`src/rtl/addsub_serial.sv`:
```
// addsub_serial: digit-serial unsigned add/subtract with sign-magnitude result.
//
// Processes DIGIT bits per clock over WIDTH-bit operands (N = WIDTH/DIGIT steps).
// Add and non-negative subtract take N cycles. A negative subtract takes another
// N cycles to serially two's-complement the raw difference into a magnitude.
//
// Optional feature macro: ADDSUB_ABORT_EN. When defined, abort cancels a running
// operation. When undefined, abort is ignored.
//
// Ports:
//   clk    - clock, rising edge
//   rst    - asynchronous active-high reset
//   start  - request, sampled only while ready=1
//   op     - 0 = a+b, 1 = a-b (sampled with start)
//   a, b   - unsigned WIDTH-bit operands (sampled with start)
//   abort  - cancel current operation (only with ADDSUB_ABORT_EN)
//   ready  - idle, a new start is accepted
//   done   - one-cycle completion pulse
//   result - {sign, mag[WIDTH:0]}, updated only at done
module addsub_serial #(
    parameter int unsigned WIDTH = 8,
    parameter int unsigned DIGIT = 1
) (
    input  logic             clk,
    input  logic             rst,
    input  logic             start,
    input  logic             op,
    input  logic [WIDTH-1:0] a,
    input  logic [WIDTH-1:0] b,
    input  logic             abort,
    output logic             ready,
    output logic             done,
    output logic [WIDTH+1:0] result
);

    localparam int unsigned N  = WIDTH / DIGIT;
    localparam int unsigned CW = (N > 1) ? $clog2(N) : 1;
    localparam int unsigned DW = DIGIT + 1;

    typedef enum logic [1:0] {
        IDLE = 2'd0,
        CALC = 2'd1,
        NEG  = 2'd2
    } state_t;

    state_t           state;
    logic [WIDTH-1:0] a_sh;
    logic [WIDTH-1:0] b_sh;
    logic [WIDTH-1:0] sum_sh;
    logic             op_r;
    logic             carry;
    logic [CW-1:0]    cnt;

    logic [DIGIT-1:0] opnd_a;
    logic [DIGIT-1:0] opnd_b;
    logic [DW-1:0]    dsum;
    logic [WIDTH-1:0] sum_next;
    logic             last;
    logic             abort_c;

`ifdef ADDSUB_ABORT_EN
    assign abort_c = abort;
`else
    logic unused_abort;
    assign unused_abort = abort;
    assign abort_c      = 1'b0;
`endif

    // Single DIGIT-bit adder shared by CALC (a + b/~b) and NEG (~diff + 0 + carry).
    always_comb begin
        opnd_a = a_sh[DIGIT-1:0];
        opnd_b = op_r ? ~b_sh[DIGIT-1:0] : b_sh[DIGIT-1:0];
        if (state == NEG) begin
            opnd_a = ~a_sh[DIGIT-1:0];
            opnd_b = '0;
        end
        dsum     = DW'(opnd_a) + DW'(opnd_b) + DW'(carry);
        // New digit enters at the top so the LSB digit ends up at bit 0 after N steps.
        sum_next = (sum_sh >> DIGIT) | (WIDTH'(dsum[DIGIT-1:0]) << (WIDTH - DIGIT));
        last     = (cnt == CW'(N - 1));
    end

    // Control FSM and datapath registers.
    always_ff @(posedge clk or posedge rst) begin
        if (rst) begin
            state  <= IDLE;
            a_sh   <= '0;
            b_sh   <= '0;
            sum_sh <= '0;
            op_r   <= 1'b0;
            carry  <= 1'b0;
            cnt    <= '0;
            ready  <= 1'b1;
            done   <= 1'b0;
            result <= '0;
        end else begin
            done <= 1'b0;
            case (state)
                IDLE: begin
                    // Abort takes priority over a simultaneous start.
                    if (start && !abort_c) begin
                        a_sh   <= a;
                        b_sh   <= b;
                        op_r   <= op;
                        carry  <= op;
                        sum_sh <= '0;
                        cnt    <= '0;
                        ready  <= 1'b0;
                        state  <= CALC;
                    end
                end
                CALC: begin
                    if (abort_c) begin
                        ready <= 1'b1;
                        state <= IDLE;
                    end else begin
                        a_sh   <= a_sh >> DIGIT;
                        b_sh   <= b_sh >> DIGIT;
                        sum_sh <= sum_next;
                        carry  <= dsum[DIGIT];
                        cnt    <= cnt + CW'(1);
                        if (last) begin
                            cnt <= '0;
                            if (!op_r) begin
                                result <= {1'b0, dsum[DIGIT], sum_next};
                                done   <= 1'b1;
                                ready  <= 1'b1;
                                state  <= IDLE;
                            end else if (dsum[DIGIT]) begin
                                // No borrow: a >= b, difference is already the magnitude.
                                result <= {2'b00, sum_next};
                                done   <= 1'b1;
                                ready  <= 1'b1;
                                state  <= IDLE;
                            end else begin
                                // Borrow: negate the raw difference serially.
                                a_sh   <= sum_next;
                                sum_sh <= '0;
                                carry  <= 1'b1;
                                state  <= NEG;
                            end
                        end
                    end
                end
                NEG: begin
                    if (abort_c) begin
                        ready <= 1'b1;
                        state <= IDLE;
                    end else begin
                        a_sh   <= a_sh >> DIGIT;
                        sum_sh <= sum_next;
                        carry  <= dsum[DIGIT];
                        cnt    <= cnt + CW'(1);
                        if (last) begin
                            cnt    <= '0;
                            result <= {2'b10, sum_next};
                            done   <= 1'b1;
                            ready  <= 1'b1;
                            state  <= IDLE;
                        end
                    end
                end
                default: begin
                    ready <= 1'b1;
                    state <= IDLE;
                end
            endcase
        end
    end

endmodule

```
`config.mk`:
```
export PLATFORM = sky130hd
export DESIGN_NAME = addsub_serial
export DESIGN_NICKNAME = d
export VERILOG_FILES = /design/src/rtl/addsub_serial.sv
export SDC_FILE = /design/constraint.sdc
export NUM_CORES = 1
export LEC_CHECK = 0
export BUFFER_PORTS_ARGS = -buffer_cell sky130_fd_sc_hd__buf_2
export CORE_ASPECT_RATIO = 1.2
export CORE_MARGIN = 2
export CORE_UTILIZATION = 51
export DETAILED_ROUTE_END_ITERATION = 10
export MAX_ROUTING_LAYER = met4
export PLACE_DENSITY = 0.75
export REMOVE_ABC_BUFFERS = 1
export SKIP_LAST_GASP = 1
export SLEW_MARGIN = 20
export SYNTH_ARGS = -nofsm -noshare
export SYNTH_HDL_FRONTEND = slang
export SYNTH_SLANG_ARGS = --single-unit
```
`constraint.sdc`:
```
create_clock -name clk -period 2.9 [get_ports clk]
set_input_delay 0.145 -clock clk [delete_from_list [all_inputs] [get_ports clk]]
set_output_delay 0.145 -clock clk [all_outputs]
set_load 0.01 [all_outputs]
```
==> out/metrics.cfg, run 1 <==
[status]
outcome = finished clean

[placed_design]
hpwl_mm = 3.32
dp_slack_ps = 258
post-place-cells = 307
port_buffers = 31
gp_congestion = 0.895
place_area_um2 = 2480

[power]
ir_drop_v = 0.000483
p_sw_w = 0.00107
powerDensity_nw_per_um2 = 1020
internal-power_w = 0.00154
pwr-share-clk_pct = 13.7
pwr-share-comb_pct = 50.5
seq_power_share_pct = 35.9
p_leak_nw = 1.18
swShare_pct = 40.8

[clock_network]
h-tree-depth = 2
clkLatencyLatePin_ps = 290
cts_made_buffers = 5
postCtsSetupRepairBufs = 0
cts.clk_slew.worst_paths_ps = 70
cts_tree = built
cts_root_buf = clkbuf_8
clock_sinks = 42
clockBufferDepth = 2

[layout]
syn2layout_area_growth_pct = 11.3
layoutNonFillerInstCount = 315
final_layout_size_suffix_gt1_share_pct = 28.2
nNetsFinal = 288
diodes = 0
design_area_um2 = 2570

[sta]
rsz0062_at_grt = false
hold_viol_final = 0
max_freq_ghz = 0.380
finClkSkew_ps = 3.29
finalCritPeriodShare_pct = 90.8
relSlewSlack_pct = 62.2
drv_slew = 0
min_period_ps = 2630
tns_ps = 0
fin_ws_ps = 266
tightest_slew_ps = 568
setup_violations = 0

[logic_synthesis]
avgSynthCellArea_um2 = 10.2
synth_enable_flop_cells = 0
yosysUniqueCellTypes = 44
yosys_warnings = 0
syn_inst = 227
ys_ff_latch = 42
synthArstFlopShare_pct = 100
synth_seq_area_share_pct = 45.6
synthFlopType = dfrtp_1
synth_area_um2 = 2310

[critical_path]
cp_slowest_cell = fa_1
crit_chain = inv_1 > ha_1 > xor2_1 > fa_1 > buf_4 > nand3b_1 > nand3b_1 > buf_4 > mux2_2
critPathKind = flop to flop
crit_path_max_fanout = 6
reg2reg_from = state[0]
critical-path-top-delay-family = adder cells
crit_path_start = state[0]
critical_path_buf_inv_count = 3
cp-end-kind = flop
worstPathRequired_ps = 3080
cp.arrival_ps = 2810
startpoint_type = flop
slowest_delay_ps = 420

[floorplan]
fp.coreArea_um2 = 4290
die_h_um = 77.7
start_util_pct = 53.7
row_count = 26
io_pins = 33
die_x_um = 65.4
fp.dieArea_um2 = 5080

[drt]
drtPass1Iterations = 4
drc_errors = 0
num_vias = 1795
wl_per_cell_um = 14.9
ant_nets = 0
drt_wl_total_mm = 4.70
drt_iter0_drc = 138
vias_per_cell = 5.70

[global_route]
grt_pass1_wl_mm = 8.40
antenna_found_initial = 0
grt_use_total_pct = 21.6
grt_max_degree = 43
globalRouteOverflowTotal = 0
grt_pass1_vias = 1900

[hold_path]
hold_path_class = input port to flop
hp-start = b[4]

[job]
maxCapViolCount = 0

## worst reg2reg max path, cell delays in order, from the launching register on
cell and delay (ps):
dfrtp_1 400, inv_1 80, ha_1 290, xor2_1 200, fa_1 420, buf_4 160
nand3b_1 260, nand3b_1 190, buf_4 180, mux2_2 340
## metrics by stage
stage          hold slack (ps)  utilization, %  total power (W)
6_report                  91.1            59.8          0.00261
5_1_grt                    106            59.8          0.00285
4_1_cts                   89.6            59.8          0.00263
3_5_place_dp               308            57.8          0.00227
3_3_place_gp               305            57.8          0.00222
2_1_floorplan              295               -          0.00190
## cell families (layout without fill, tap and decap cells)
group                      after synthesis  in the layout  share of synthesized area [%]
muxes                                   21             21                           11.3
xor gates and xnor gates                 2              2                          0.760
DFF                                     42             42                           45.6
AOI/OAI and AO/OA                       66             66                           18.4
and+or+nand+nor                         66             66                           13.1
buffers and inverters                   22             54                           6.13
adders and majority gates                8              8                           4.67
## cell usage after synthesis, types with 2 or more instances
master,count,area [um^2]
dfrtp_1,41,1030
nand2_1,29,109
o21ai_0,20,100
nor2_1,19,71.3
mux2_2,12,135
o22ai_1,10,62.6
a21oi_1,9,45.0
ha_1,7,87.6
mux2_4,7,105
o21ai_1,7,35.0
a221oi_1,6,52.6
inv_1,6,22.5
buf_2,5,25.0
clkbuf_1,4,15.0
a32oi_1,3,26.3
clkbuf_8,3,41.3
nor2b_1,3,18.8
a221oi_2,2,30.0
a22o_1,2,17.5
buf_6,2,22.5
mux2i_1,2,20.0
nand2b_1,2,12.5
nand3_1,2,10.0
nand3b_1,2,15.0
nor3_1,2,10.0
o31ai_1,2,15.0
## routing by layer
metal / global-route usage [%] / vias up / share of wire, %
met4: 8.75 / 0 / 1.7
met1: 24.0 / 870 / 43
met5: - / - / 0
met2: 36.8 / 43 / 52
li1: - / 874 / -
met3: 5.07 / 8 / 3.8
## area by class of cell
type | count | area, um^2
Fill cell | 395 | 1730
Multi-Input combinational cell | 163 | 1110
Sequential cell | 42 | 1050
Timing Repair Buffer | 41 | 233
Clock buffer | 7 | 76.3
Tap cell | 56 | 70.1
Inverter | 6 | 22.5
## power groups by stage
stage / registers (W) / logic, W / clock network [W]
after floorplan: 0.000922 / 0.000977 / 0
after global placement: 0.000934 / 0.00129 / 0
after detailed placement: 0.000949 / 0.00132 / 0
after CTS: 0.000937 / 0.00133 / 0.000363
after global routing: 0.000963 / 0.00150 / 0.000384
final: 0.000936 / 0.00132 / 0.000357
## path summary, 6_finish.rpt
path                                   to  slack (ps)  cells after the start
worst min register to register  result[8]         490                      2
min in group asynchronous         b_sh[2]         520                      4
worst min-delay path              b_sh[4]          90                      3
worst max register to register  result[1]         270                      9
max in group asynchronous           ready        2000                      4
worst max-delay path            result[1]         270                      9
## state kept, by name, summed over array words and instances (netlist names)
name / flops
op_r: 1
done: 1
ready: 1
state: 2
carry: 1
sum_sh: 7
b_sh: 8
cnt: 3
a_sh: 8
result: 10
## cells in the final DEF, fill, tap and decap left out, types with 7 or more instances in the layout
cell,instances
mux2_4,7
o21ai_1,7
nand2_1,29
buf_2,31
ha_1,7
nor2_1,19
o21ai_0,20
buf_4,9
dfrtp_1,41
mux2_2,12
o22ai_1,10
a21oi_1,9
## repair_timing
| action | in CTS | in global routing |
|---|---|---|
| hold buffers | 1 | 0 |
| resized for setup | 0 | 0 |
| endpoints found under the hold margin | 41 | 0 |
(Power assumes the default switching activity.)
==> inputs of run 2 (changes only) <==
==> constraint.sdc (replaced) <==
create_clock -name clk -period 2.9 [get_ports clk]
set_input_delay 0.435 -clock clk [delete_from_list [all_inputs] [get_ports clk]]
set_output_delay 0.435 -clock clk [all_outputs]
set_load 0.01 [all_outputs]
==> out/metrics.cfg, run 2 (synthesis gave the netlist of run 1 again) <==
[sta]
finClkSkew_ps = 7.90  ; +4.61 ps
min_period_ps = 2630  ; -0.304 ps
max_freq_ghz = 0.380  ; about the same
tns_ps = 0  ; unchanged
relSlewSlack_pct = 60.2  ; -1.9 points
rsz0062_at_grt = false
hold_viol_final = 0  ; unchanged
hold_slack_ps = 261  ; +170 ps
setup_violations = 0  ; unchanged
drv_slew = 0  ; unchanged
tightest_slew_ps = 596  ; +28.6 ps
finalCritPeriodShare_pct = 90.8  ; about the same

[clock_network]
cts.clk_slew.worst_paths_ps = 80  ; about the same
cts_root_buf = clkbuf_8
post_cts_resized = 0  ; unchanged
clockBufferDepth = 2  ; unchanged
postCtsSetupRepairBufs = 0  ; unchanged
cts_made_buffers = 5  ; unchanged
h-tree-depth = 2  ; unchanged
clock_sinks = 42  ; unchanged
clkLatencyLatePin_ps = 290  ; about the same
cts_hold_buf = 0  ; -1
cts_tree = built

[layout]
top_regs = result x10, a_sh x8, b_sh x8
regMostFlops = result
nNetsFinal = 287  ; -0.35%
diodes = 0  ; unchanged
final_layout_size_suffix_gt1_share_pct = 29.3  ; +1.2 points
syn2layout_area_growth_pct = 13.7
seqCellArea_um2 = 1050  ; unchanged
fillers = 385  ; -2.5%
layout_commonest_cell = dfrtp_1
largest_reg_flops = 10  ; unchanged
final_cell_mix = 41 x dfrtp_1, 31 x buf_2, 29 x nand2_1
multi_input_area_um2 = 1110  ; unchanged

[power]
p_leak_nw = 1.21  ; +2.4%
internal-power_w = 0.00174  ; +13%
pwr-share-clk_pct = 20.1  ; +6.4 points
seq_power_share_pct = 33.1  ; -2.8 points
p_sw_w = 0.00108  ; +1.1%
ir_drop_v = 0.000862  ; +78%
pwr-share-comb_pct = 46.8  ; -3.7 points
swShare_pct = 38.2  ; -2.6 points
powerDensity_nw_per_um2 = 1080  ; +5.8%

[floorplan]
io_pins = 33  ; unchanged
start_util_pct = 53.7  ; unchanged
row_count = 26  ; unchanged
fp.coreArea_um2 = 4290  ; unchanged
die_x_um = 65.4  ; unchanged
die_h_um = 77.7  ; unchanged
fp.dieArea_um2 = 5080  ; unchanged

[critical_path]
startpoint_type = flop
crit_path_max_fanout = 10  ; +4
worstPathRequired_ps = 3080  ; about the same
cp.arrival_ps = 2810  ; about the same
reg2reg_depth = 9  ; unchanged
critPathKind = flop to flop
cp-end-kind = flop

[global_route]
grt_max_degree = 43  ; unchanged
grt_pass1_vias = 1833  ; -3.5%
grt_pass1_wl_mm = 8.16  ; -3.0%
globalRouteOverflowTotal = 0  ; unchanged
grt_use_total_pct = 20.9  ; -0.71 points
antenna_found_initial = 0  ; unchanged

[drt]
num_vias = 1783  ; -0.67%
wl_per_cell_um = 14.7  ; -1.6%
ant_nets = 0  ; unchanged
drtPass1Iterations = 4  ; unchanged
drt_wl_total_mm = 4.62  ; -1.6%
drc_errors = 0  ; unchanged
vias_per_cell = 5.66  ; -0.67%
drt_iter0_drc = 112  ; -19%

[placed_design]
port_buffers = 31  ; unchanged
hpwl_mm = 3.18  ; -4.1%
gp_congestion = 0.856  ; -4.3%

[hold_path]
hold_path_class = input port to async pin

[status]
outcome = finished clean

[job]
maxCapViolCount = 0  ; unchanged

run 2: routing by layer:
metal | part of all wire [%] | vias up | global-route usage [%] | wire (um)
met2 | 52 | 44 | 35.1 | 2410
met5 | 0 | - | - | 0
met4 | 1.1 | 0 | 5.83 | 51
li1 | - | 865 | - | -
met1 | 43 | 868 | 25.0 | 1990
met3 | 3.6 | 6 | 4.64 | 167
run 2: final cells by class:
cell class / count / area share, %
multi-input combinational: 163 / 42.4
timing repair buffer: 40 / 8.49
inverter: 6 / 0.859
tap: 56 / 2.67
sequential: 42 / 40.1
clock inverter: 2 / 2.29
clock buffer: 6 / 3.15
run 2: worst paths after layout:
| kind | start | endpoint | slack [ps] |
|---|---|---|---|
| min | rst | a_sh[5] | 260 |
| max reg2reg | state[0] | a_sh[2] | 270 |
| max | state[0] | a_sh[2] | 270 |
| min reg2reg | result[8] | result[8] | 490 |
| min in group clk | b[5] | b_sh[5] | 390 |
| max in group asynchronous | rst | ready | 2260 |
run 2: power groups by stage:
stage                     sequential, W  clock [W]  combinational [W]
after floorplan                0.000922          0           0.000977
after global placement         0.000933          0            0.00128
after detailed placement       0.000943          0            0.00132
after CTS                      0.000933   0.000577            0.00132
after global routing           0.000962   0.000600            0.00150
final                          0.000934   0.000566            0.00132
run 2: worst max-delay path: stages, from the launching register on:
cell and delay [ps]:
dfrtp_1 410, inv_1 80, ha_1 290, xor2_1 200, fa_1 420, and3b_1 210
buf_4 210, mux2_4 320, a221oi_1 270, o21ai_1 100
run 2: per-stage QoR:
stage          utilization (%)  instance area [um^2]  setup slack, ps  total power (W)  std cells
3_3_place_gp              57.8                  2480              272          0.00221        307
4_1_cts                   61.1                  2620              249          0.00284        315
3_5_place_dp              57.8                  2480              262          0.00226        307
6_report                  61.1                  2620              266          0.00282        315
2_1_floorplan                -                  2190             37.2          0.00190        211
5_1_grt                   61.1                  2620             76.2          0.00306        315
